$ cat config.mk
export PLATFORM = sky130hd
export DESIGN_NAME = spi_req_arbiter
export DESIGN_NICKNAME = d
export VERILOG_FILES = /design/src/rtl/spi_pkg.sv /design/src/rtl/rr_pick.sv /design/src/rtl/spi_req_arbiter.sv
export SDC_FILE = /design/constraint.sdc
export NUM_CORES = 1
export LEC_CHECK = 0
export ABC_AREA = 1
export BUFFER_PORTS_ARGS = -buffer_cell sky130_fd_sc_hd__buf_2
export CAP_MARGIN = 20
export CORE_MARGIN = 10
export CORE_UTILIZATION = 47
export CTS_CLUSTER_SIZE = 25
export DETAILED_ROUTE_END_ITERATION = 10
export MAX_ROUTING_LAYER = met4
export PLACE_DENSITY_LB_ADDON = 0.05
export SLEW_MARGIN = 20
export SYNTH_ARGS = -nofsm -noshare
export SYNTH_HDL_FRONTEND = slang
export SYNTH_HIERARCHICAL = 1
export SYNTH_SLANG_ARGS = --single-unit
$ cat constraint.sdc
create_clock -name clk -period 1.83 [get_ports clk]
set_input_delay 0 -clock clk [delete_from_list [all_inputs] [get_ports clk]]
set_output_delay 0 -clock clk [all_outputs]
set_load 0.05 [all_outputs]
$ cat src/rtl/spi_pkg.sv
// rtl/spi_pkg.sv - shared types and constants for the SPI request arbiter
package spi_pkg;

  localparam int SPI_DATA_WIDTH = 8;

  typedef enum logic [1:0] {
    IDLE  = 2'd0,
    ISSUE = 2'd1,
    BUSY  = 2'd2,
    DONE  = 2'd3
  } arb_state_t;

  // Index width for a requester count, never narrower than one bit.
  function automatic int idx_width(input int n);
    return (n > 1) ? $clog2(n) : 1;
  endfunction

endpackage

$ cat src/rtl/rr_pick.sv
// rtl/rr_pick.sv - combinational round-robin selector starting after last_idx
module rr_pick
  import spi_pkg::*;
#(
  parameter int NUM_REQ = 3,
  parameter int IDX_W   = idx_width(NUM_REQ)
) (
  input  logic [NUM_REQ-1:0] req,
  input  logic [IDX_W-1:0]   last_idx,
  output logic [IDX_W-1:0]   idx,
  output logic               valid
);

  logic [IDX_W-1:0] cand;

  // Walk upward from last_idx+1 with wrap; the first set request wins.
  always_comb begin
    cand  = last_idx;
    idx   = '0;
    valid = 1'b0;
    for (int k = 0; k < NUM_REQ; k++) begin
      if (cand == IDX_W'(NUM_REQ - 1)) begin
        cand = '0;
      end else begin
        cand = cand + IDX_W'(1);
      end
      if (!valid && req[cand]) begin
        idx   = cand;
        valid = 1'b1;
      end
    end
  end

endmodule

$ cat src/rtl/spi_req_arbiter.sv
// rtl/spi_req_arbiter.sv - round-robin arbiter sharing one SPI master among requesters
module spi_req_arbiter
  import spi_pkg::*;
#(
  parameter int NUM_REQ        = 3,
  parameter int TIMEOUT_CYCLES = 1024
) (
  input  logic                              clk,
  input  logic                              reset,
  input  logic [NUM_REQ-1:0]                req,
  input  logic [NUM_REQ-1:0]                req_tx,
  input  logic [NUM_REQ-1:0]                req_rx,
  input  logic [SPI_DATA_WIDTH*NUM_REQ-1:0] req_tx_data,
  output logic [NUM_REQ-1:0]                grant,
  output logic [NUM_REQ-1:0]                done,
  output logic                              timeout_err,
  output logic [SPI_DATA_WIDTH-1:0]         rx_data,
  output logic                              m_tx_start,
  output logic                              m_rx_start,
  output logic [SPI_DATA_WIDTH-1:0]         m_tx_data,
  input  logic                              m_tx_done,
  input  logic                              m_rx_valid,
  input  logic [SPI_DATA_WIDTH-1:0]         m_rx_data
);

  localparam int IDX_W = idx_width(NUM_REQ);
  localparam int CNT_W = $clog2(TIMEOUT_CYCLES + 1);
  localparam logic [CNT_W-1:0] CNT_LAST = CNT_W'(TIMEOUT_CYCLES - 1);

  arb_state_t state_q, state_d;

  logic [IDX_W-1:0] idx_q;
  logic [IDX_W-1:0] last_idx_q;
  logic             tx_q;
  logic             rx_q;
  logic             timed_out_q;
  logic [CNT_W-1:0] cnt_q;

  logic [IDX_W-1:0] pick_idx;
  logic             pick_valid;

  logic grant_take;
  logic complete;
  logic timeout_hit;
  logic finish;

  logic [SPI_DATA_WIDTH-1:0] tx_bytes [NUM_REQ];

  for (genvar g = 0; g < NUM_REQ; g++) begin : g_bytes
    assign tx_bytes[g] = req_tx_data[g*SPI_DATA_WIDTH +: SPI_DATA_WIDTH];
  end

  rr_pick #(
    .NUM_REQ (NUM_REQ),
    .IDX_W   (IDX_W)
  ) u_rr_pick (
    .req      (req),
    .last_idx (last_idx_q),
    .idx      (pick_idx),
    .valid    (pick_valid)
  );

  // State register.
  always_ff @(posedge clk) begin
    if (reset) begin
      state_q <= IDLE;
    end else begin
      state_q <= state_d;
    end
  end

  // Next-state, master start strobes and datapath control strobes.
  always_comb begin
    state_d     = state_q;
    m_tx_start  = 1'b0;
    m_rx_start  = 1'b0;
    grant_take  = 1'b0;
    complete    = 1'b0;
    timeout_hit = 1'b0;
    finish      = 1'b0;
    case (state_q)
      IDLE: begin
        if (pick_valid) begin
          grant_take = 1'b1;
          state_d    = ISSUE;
        end
      end
      ISSUE: begin
        m_tx_start = tx_q;
        m_rx_start = rx_q;
        state_d    = (tx_q || rx_q) ? BUSY : DONE;
      end
      BUSY: begin
        // A completion in the final counted cycle still counts as completion.
        if (m_tx_done || m_rx_valid) begin
          complete = 1'b1;
          state_d  = DONE;
        end else if (cnt_q == CNT_LAST) begin
          timeout_hit = 1'b1;
          state_d     = DONE;
        end
      end
      DONE: begin
        finish  = 1'b1;
        state_d = IDLE;
      end
      default: state_d = IDLE;
    endcase
  end

  // Latched transaction, registered outputs and the BUSY cycle counter.
  always_ff @(posedge clk) begin
    if (reset) begin
      idx_q       <= '0;
      last_idx_q  <= IDX_W'(NUM_REQ - 1);
      tx_q        <= 1'b0;
      rx_q        <= 1'b0;
      timed_out_q <= 1'b0;
      cnt_q       <= '0;
      grant       <= '0;
      done        <= '0;
      timeout_err <= 1'b0;
      rx_data     <= '0;
      m_tx_data   <= '0;
    end else begin
      done        <= '0;
      timeout_err <= 1'b0;

      if (state_q == BUSY) begin
        cnt_q <= cnt_q + CNT_W'(1);
      end else begin
        cnt_q <= '0;
      end

      if (grant_take) begin
        idx_q       <= pick_idx;
        tx_q        <= req_tx[pick_idx];
        rx_q        <= req_rx[pick_idx];
        m_tx_data   <= tx_bytes[pick_idx];
        grant       <= NUM_REQ'(1) << pick_idx;
        timed_out_q <= 1'b0;
      end

      if (complete && rx_q) begin
        rx_data <= m_rx_data;
      end

      // The timeout already delivered the done pulse, so DONE stays quiet after it.
      if (timeout_hit) begin
        timeout_err <= 1'b1;
        done        <= NUM_REQ'(1) << idx_q;
        timed_out_q <= 1'b1;
      end

      if (finish) begin
        if (!timed_out_q) begin
          done <= NUM_REQ'(1) << idx_q;
        end
        last_idx_q <= idx_q;
        grant      <= '0;
      end
    end
  end

endmodule

# After elaboration in Yosys (flattened, before gate mapping)
# Cells that the tools add are included.
word_totals:
  register_bits: 43
  out_inout_bits: 25
  elab_cells: 89
op_classes:
  add_sub_neg: 4
  n_lt_le_gt_ge: 5
  n_eq_ne: 9
  shifts: 2
  mux: 43
  bitwise_logic: 2
  reduce_logical: 12
op_table:
  columns: ["op", "n"]
  rows:
  - ["$mux 1", 22]
  - ["$mux 2", 9]
  - ["$bmux 8 s2", 1]
  - ["$mux 8", 2]
  - ["$lt 2x3->1 const B", 4]
  - ["$add 11x1->11 const B", 1]
  - ["$eq 11x10->1 const B", 1]
  - ["$bmux 1 s2", 5]
  - ["$eq 2x2->1 const B", 5]
  - ["$mux 3", 3]
  - ["$pmux 2 s4", 1]
  - ["$add 2x1->2 const B", 3]
  - ["$shl 1x2->3 const A", 2]
  - ["$reduce_or 2->1", 2]
  - ["$ge 3x3->1 const B", 1]
  - ["$logic_and 1x1->1", 3]
  - ["$ne 3x3->1 const B", 1]
  - ["$not 2->3", 1]
  - ["$eq 2x1->1 const B", 1]
  - ["$logic_not 1->1", 2]
  - ["$logic_not 2->1", 1]
  - ["$logic_or 1x1->1", 2]
  - ["$ne 2x2->1 const B", 1]
  - ["$reduce_and 2->1", 1]
  - ["other kinds (2)", 2]

# Longest topological paths before layout
depth:
  depth_word: 15
  mapped_depth: 15
  depth_no_buf: 14

# Hierarchy
# Netlist, hierarchy kept.
by_module_without_submodules:
  columns: ["module", "instances", "cells_per_inst", "area_each_um2", "seq_area_each_um2"]
  rows:
  - ["spi_req_arbiter", 1, 254, 1909.3, 860.8]
  - ["rr_pick", 1, 34, 172.7, 0.0]

# Least setup slack after synthesis
# No wires, ideal clock.
synth_path:
  path_type: "flip-flop to flip-flop"
  startpoint: "reg last_idx_q[1]"
  endpoint: "reg m_tx_data[4]"
  arrival_time_ps: 1500
  required_time_ps: 1756
  slack_ps: 255
  path_stages_with_launch: 15
  path_buffers: 1
  synth_period_minus_slack_ps: 1575
  path_cell_list: "dfxtp_1 -> nor2_2 -> nand2_1 -> nand3_2 -> nand2_2 -> nor2_2 -> nand2_1 -> nand2_1 -> inv_1 -> nor2_2 -> buf_4 -> nand2_1 -> nand2_1 -> nand2_1 -> a31oi_1"
synth_via:
  elab_chain_cells: 15
synth_lines:
  columns: ["element", "line_no", "rtl"]
  rows:
  - ["start: declaration", "spi_req_arbiter.sv:33", "logic [IDX_W-1:0] last_idx_q;"]
  - ["start signal: assignment", "spi_req_arbiter.sv:115", "last_idx_q <= IDX_W'(NUM_REQ - 1);"]
  - ["start signal: assignment", "spi_req_arbiter.sv:159", "last_idx_q <= idx_q;"]
  - ["$add 2x1->2 or $eq 2x2->1 (tied branches)", "rr_pick.sv:25, rr_pick.sv:22", null]
  - ["$mux 2 (*)", "rr_pick.sv:22", "if (cand == IDX_W'(NUM_REQ - 1)) begin"]
  - ["branches (longest 8 deep; another with $add 2x1->2)", null, null]
  - ["$mux 2 (*)", "rr_pick.sv:27", "if (!valid && req[cand]) begin"]
  - ["via pick_idx[0]", "spi_req_arbiter.sv:39", "logic [IDX_W-1:0] pick_idx;"]
  - ["$not 2->3 (implied by the code) (*)", "spi_req_arbiter.sv:139", "m_tx_data <= tx_bytes[pick_idx];"]
  - ["$bmux 8 s2 (*)", "spi_req_arbiter.sv:139", null]
  - ["$mux 8 (implied by the code) (*) (2 in a row)", "spi_req_arbiter.sv:139", null]
  - ["end signal: assignment", "spi_req_arbiter.sv:139", null]
  - ["end: declaration", "spi_req_arbiter.sv:20", "output logic [SPI_DATA_WIDTH-1:0] m_tx_data,"]
# Mark *: on every way through the listed nets, which the timed path passes. The select of a mux whose other input is x is not followed.
# A chain may end at the register's enable or synchronous reset.

# Final worst setup path
layout_path:
  startpoint: "reg last_idx_q[1]"
  endpoint: "reg m_tx_data[2]"
# The elaborated chain is that of the path after synthesis.

==> metrics <==
status=finished, violations left; failing checks=hold timing; FF-to-FF Start=last_idx_q[1]$_SDFFE_PP1P_; cts bufs inserted=5; drt first pass iters=5; post-route cell area=2917 um2; Net Count, Synth=339; ys async rst share=0%; worst IR drop on VDD=0.0009651 V; complex-gate fraction of the synthesized area=15.87%; nets@finish=442; GRT Util Overall=16.10%; ys flop type=dfxtp_1; Final HPWL DP=4066 um; antenna cells=0; XOR/XNOR Fraction of Synth Area=0%; Yosys top cell area share=41.35%; CP delay by family, top=simple AND/OR/NAND/NOR gates; H-tree depth=2; most common cell in the netlist=nand2_1; layout cell share with drive strength beyond 1=29.92%; CTS tree=yes; number of I/O pins=70; Hold Path Class=in -> reg; Synth Register Bits=43; Tmin final=1.741 ns; CTS sink cnt=43; Final Setup Violations=0; clock slew seen by the registers of the worst setup and hold paths=0.08 ns; RSZ-0062 raised after global routing=yes; path type of the worst setup path=reg -> reg; setup tns final=0 ns; Hold Slack=-0.0003119 ns; post-route insts no fill=443; height of the die=86.56 um; vias per inst=4.932; vias in the first global route=2160; routability cong.=0.9174; placed insts=407; Critical Path Start=last_idx_q[1]$_SDFFE_PP1P_; die area=7492 um2; Initial Util=48.15%; CP required=2.05 ns; Buf/Inv on CP=3; largest net degree at the start of global routing=20; crit-path max FO=8; CP cell instances=nor2_4 > nand2_2 > nand3_4 > nand2_2 > nor2_2 > nand2_1 > nand2_2 > inv_2 > nor2_4 > buf_12 > buf_4 > nand2_1 > a31oi_1; EDFF count, synth=0; CP max-delay cell=dfxtp_4; Worst EP arrival=1.96 ns; syn avg cell area=7.229 um2; highest clock rate=0.5744 GHz; Pleak=1.358 nW; PD cells=1426 nW/um2; mux cell area share after synthesis=0%; Final Max Tran Viols=0; Worst path most repeated cell=nand2_2; chip width=86.56 um; most frequent cells after synthesis=72 x nand2_1, 43 x dfxtp_1, 34 x nor2_1, 24 x a21oi_1, 24 x inv_1; worst hold start=req_tx_data[0]; Worst Skew=0.008156 ns; Worst-Skew Late Latency=0.30 ns; first-pass GRT wire length=9653 um; area grow syn2layout=40.08%; slew margin rel.=78.37%; largest family of logic cells by synthesized area=simple AND/OR/NAND/NOR gates; max_cap viols=0; routed wire length=5856 um; Crit. End Element=flip-flop; Yosys top cell by area=dfxtp_1; DR iter-0 viols=64; mapped cell area=2082 um2; CTS max path bufs=2; Worst Setup Start Kind=flip-flop; initial antenna violation count=0; CTS Root Cell=clkbuf_8; final antenna-violating net count=0; PortBufs=69; number of remaining DRC errors=0; Seq/Total Area, Yosys=41.35%; dpl cell area=2494 um2; Vias=2185; Final Cycle Share=95.13%; synth top area cells=dfxtp_1 41%, nand2_1 13%, nor2_1 6.1%; Worst-Margin Slew=0.3240 ns; final hold violations=1; simple-gate share of the synthesized area=31.61%; Synth warnings=6; core area=4324 um2; # rows=24; Netlist cell types=27; instance count of the mapped netlist=288; drt wl/cell=13.22 um; global route total overflow=0; Synth Area in Adders=3.606%; Largest stage delay, worst path=0.38 ns
[worst register-to-register path: stages, from the launching register on]
cell and delay (ns):
dfxtp_4 0.38, nor2_4 0.15, nand2_2 0.09, nand3_4 0.09, nand2_2 0.06, nor2_2 0.09
nand2_1 0.08, nand2_2 0.10, inv_2 0.05, nor2_4 0.12, buf_12 0.12, buf_4 0.12
nand2_1 0.05, a31oi_1 0.16
[report_power, final]
group	leakage, nW	switching [mW]	internal, mW	total (mW)
sequential	0.351	0.145	1.14	1.29
clock	0.0513	0.318	0.400	0.718
combinational	0.955	1.43	0.722	2.15
total	1.36	1.89	2.27	4.16
[registers in the layout (all words and copies together) (netlist names)]
signal	cells
timeout_err	1
rx_data	8
m_tx_data	8
state_q	2
grant	3
idx_q	2
done	3
tx_q	1
rx_q	1
timed_out_q	1
last_idx_q	2
cnt_q	11
[final timing paths]
path,endpoint,slack [ns],cells after the start
setup / recovery,m_tx_data[2]$_SDFFE_PP0P_,0.09,13
hold / removal,m_tx_data[0]$_SDFFE_PP0P_,-0.0003,3
setup reg to reg,m_tx_data[2]$_SDFFE_PP0P_,0.09,13
hold reg to reg,done[1]$_SDFF_PP0_,0.45,2
[cell families after synthesis]
family / Yosys count
compound gates: 60
fa+ha+maj: 6
buf+inv: 36
flops: 43
simple gates: 143
[what timing repair did]
action,CTS,global route
endpoints found under the hold margin,17,0
gates resized for setup,0,12
setup buffers,0,2
endpoints found under the setup margin,0,13
hold buffers,27,0
[metal layers]
layer | vias up | part of all wire [%] | track usage, %
li1 | 1137 | - | -
met1 | 984 | 42 | 17.08
met2 | 56 | 51 | 27.72
met3 | 8 | 5.2 | 4.690
met4 | 0 | 1.6 | 5.891
met5 | - | 0 | -
[through the flow]
stage | setup slack [ns] | util [%] | power, mW | hold WS, ns
5_1_grt | -0.07733 | 67.45 | 4.474 | 0.01678
6_report | 0.08906 | 67.45 | 4.158 | -0.0003119
3_3_place_gp | 0.1059 | 57.67 | 3.265 | 0.2510
3_5_place_dp | 0.03737 | 57.67 | 3.290 | 0.2635
4_1_cts | 0.01385 | 66.29 | 4.049 | 0.001576
2_1_floorplan | 0.2554 | - | 2.782 | 0.1545
[area by class of cell]
cell class,count,area [um2]
Inverter,29,108.9
Multi-Input combinational cell,209,1091
Clock inverter,1,30.03
Timing Repair Buffer,103,680.7
Clock buffer,6,72.57
Sequential cell,43,868.3
Tap cell,52,65.06
Fill cell,389,1408
[placed cells by master (no fill, tap or decap), types with 2 or more instances in the layout]
| cell type | netlist | layout |
|---|---|---|
| o21ai_0 | 21 | 21 |
| inv_2 | 5 | 6 |
| ha_1 | 6 | 6 |
| buf_4 | 3 | 6 |
| dfxtp_1 | 43 | 41 |
| nand3_1 | 12 | 12 |
| clkbuf_8 | 0 | 5 |
| nor3_1 | 3 | 3 |
| inv_1 | 24 | 23 |
| a31oi_1 | 10 | 10 |
| nand2_2 | 4 | 8 |
| nor2_4 | 4 | 6 |
| nor2_2 | 6 | 4 |
| nand3_2 | 5 | 4 |
| dfxtp_4 | 0 | 2 |
| buf_2 | 2 | 69 |
| dlygate4sd3_1 | 0 | 27 |
| a21oi_1 | 24 | 24 |
| nand2_1 | 72 | 68 |
| nor2_1 | 34 | 34 |
(Power assumes the default switching activity.)
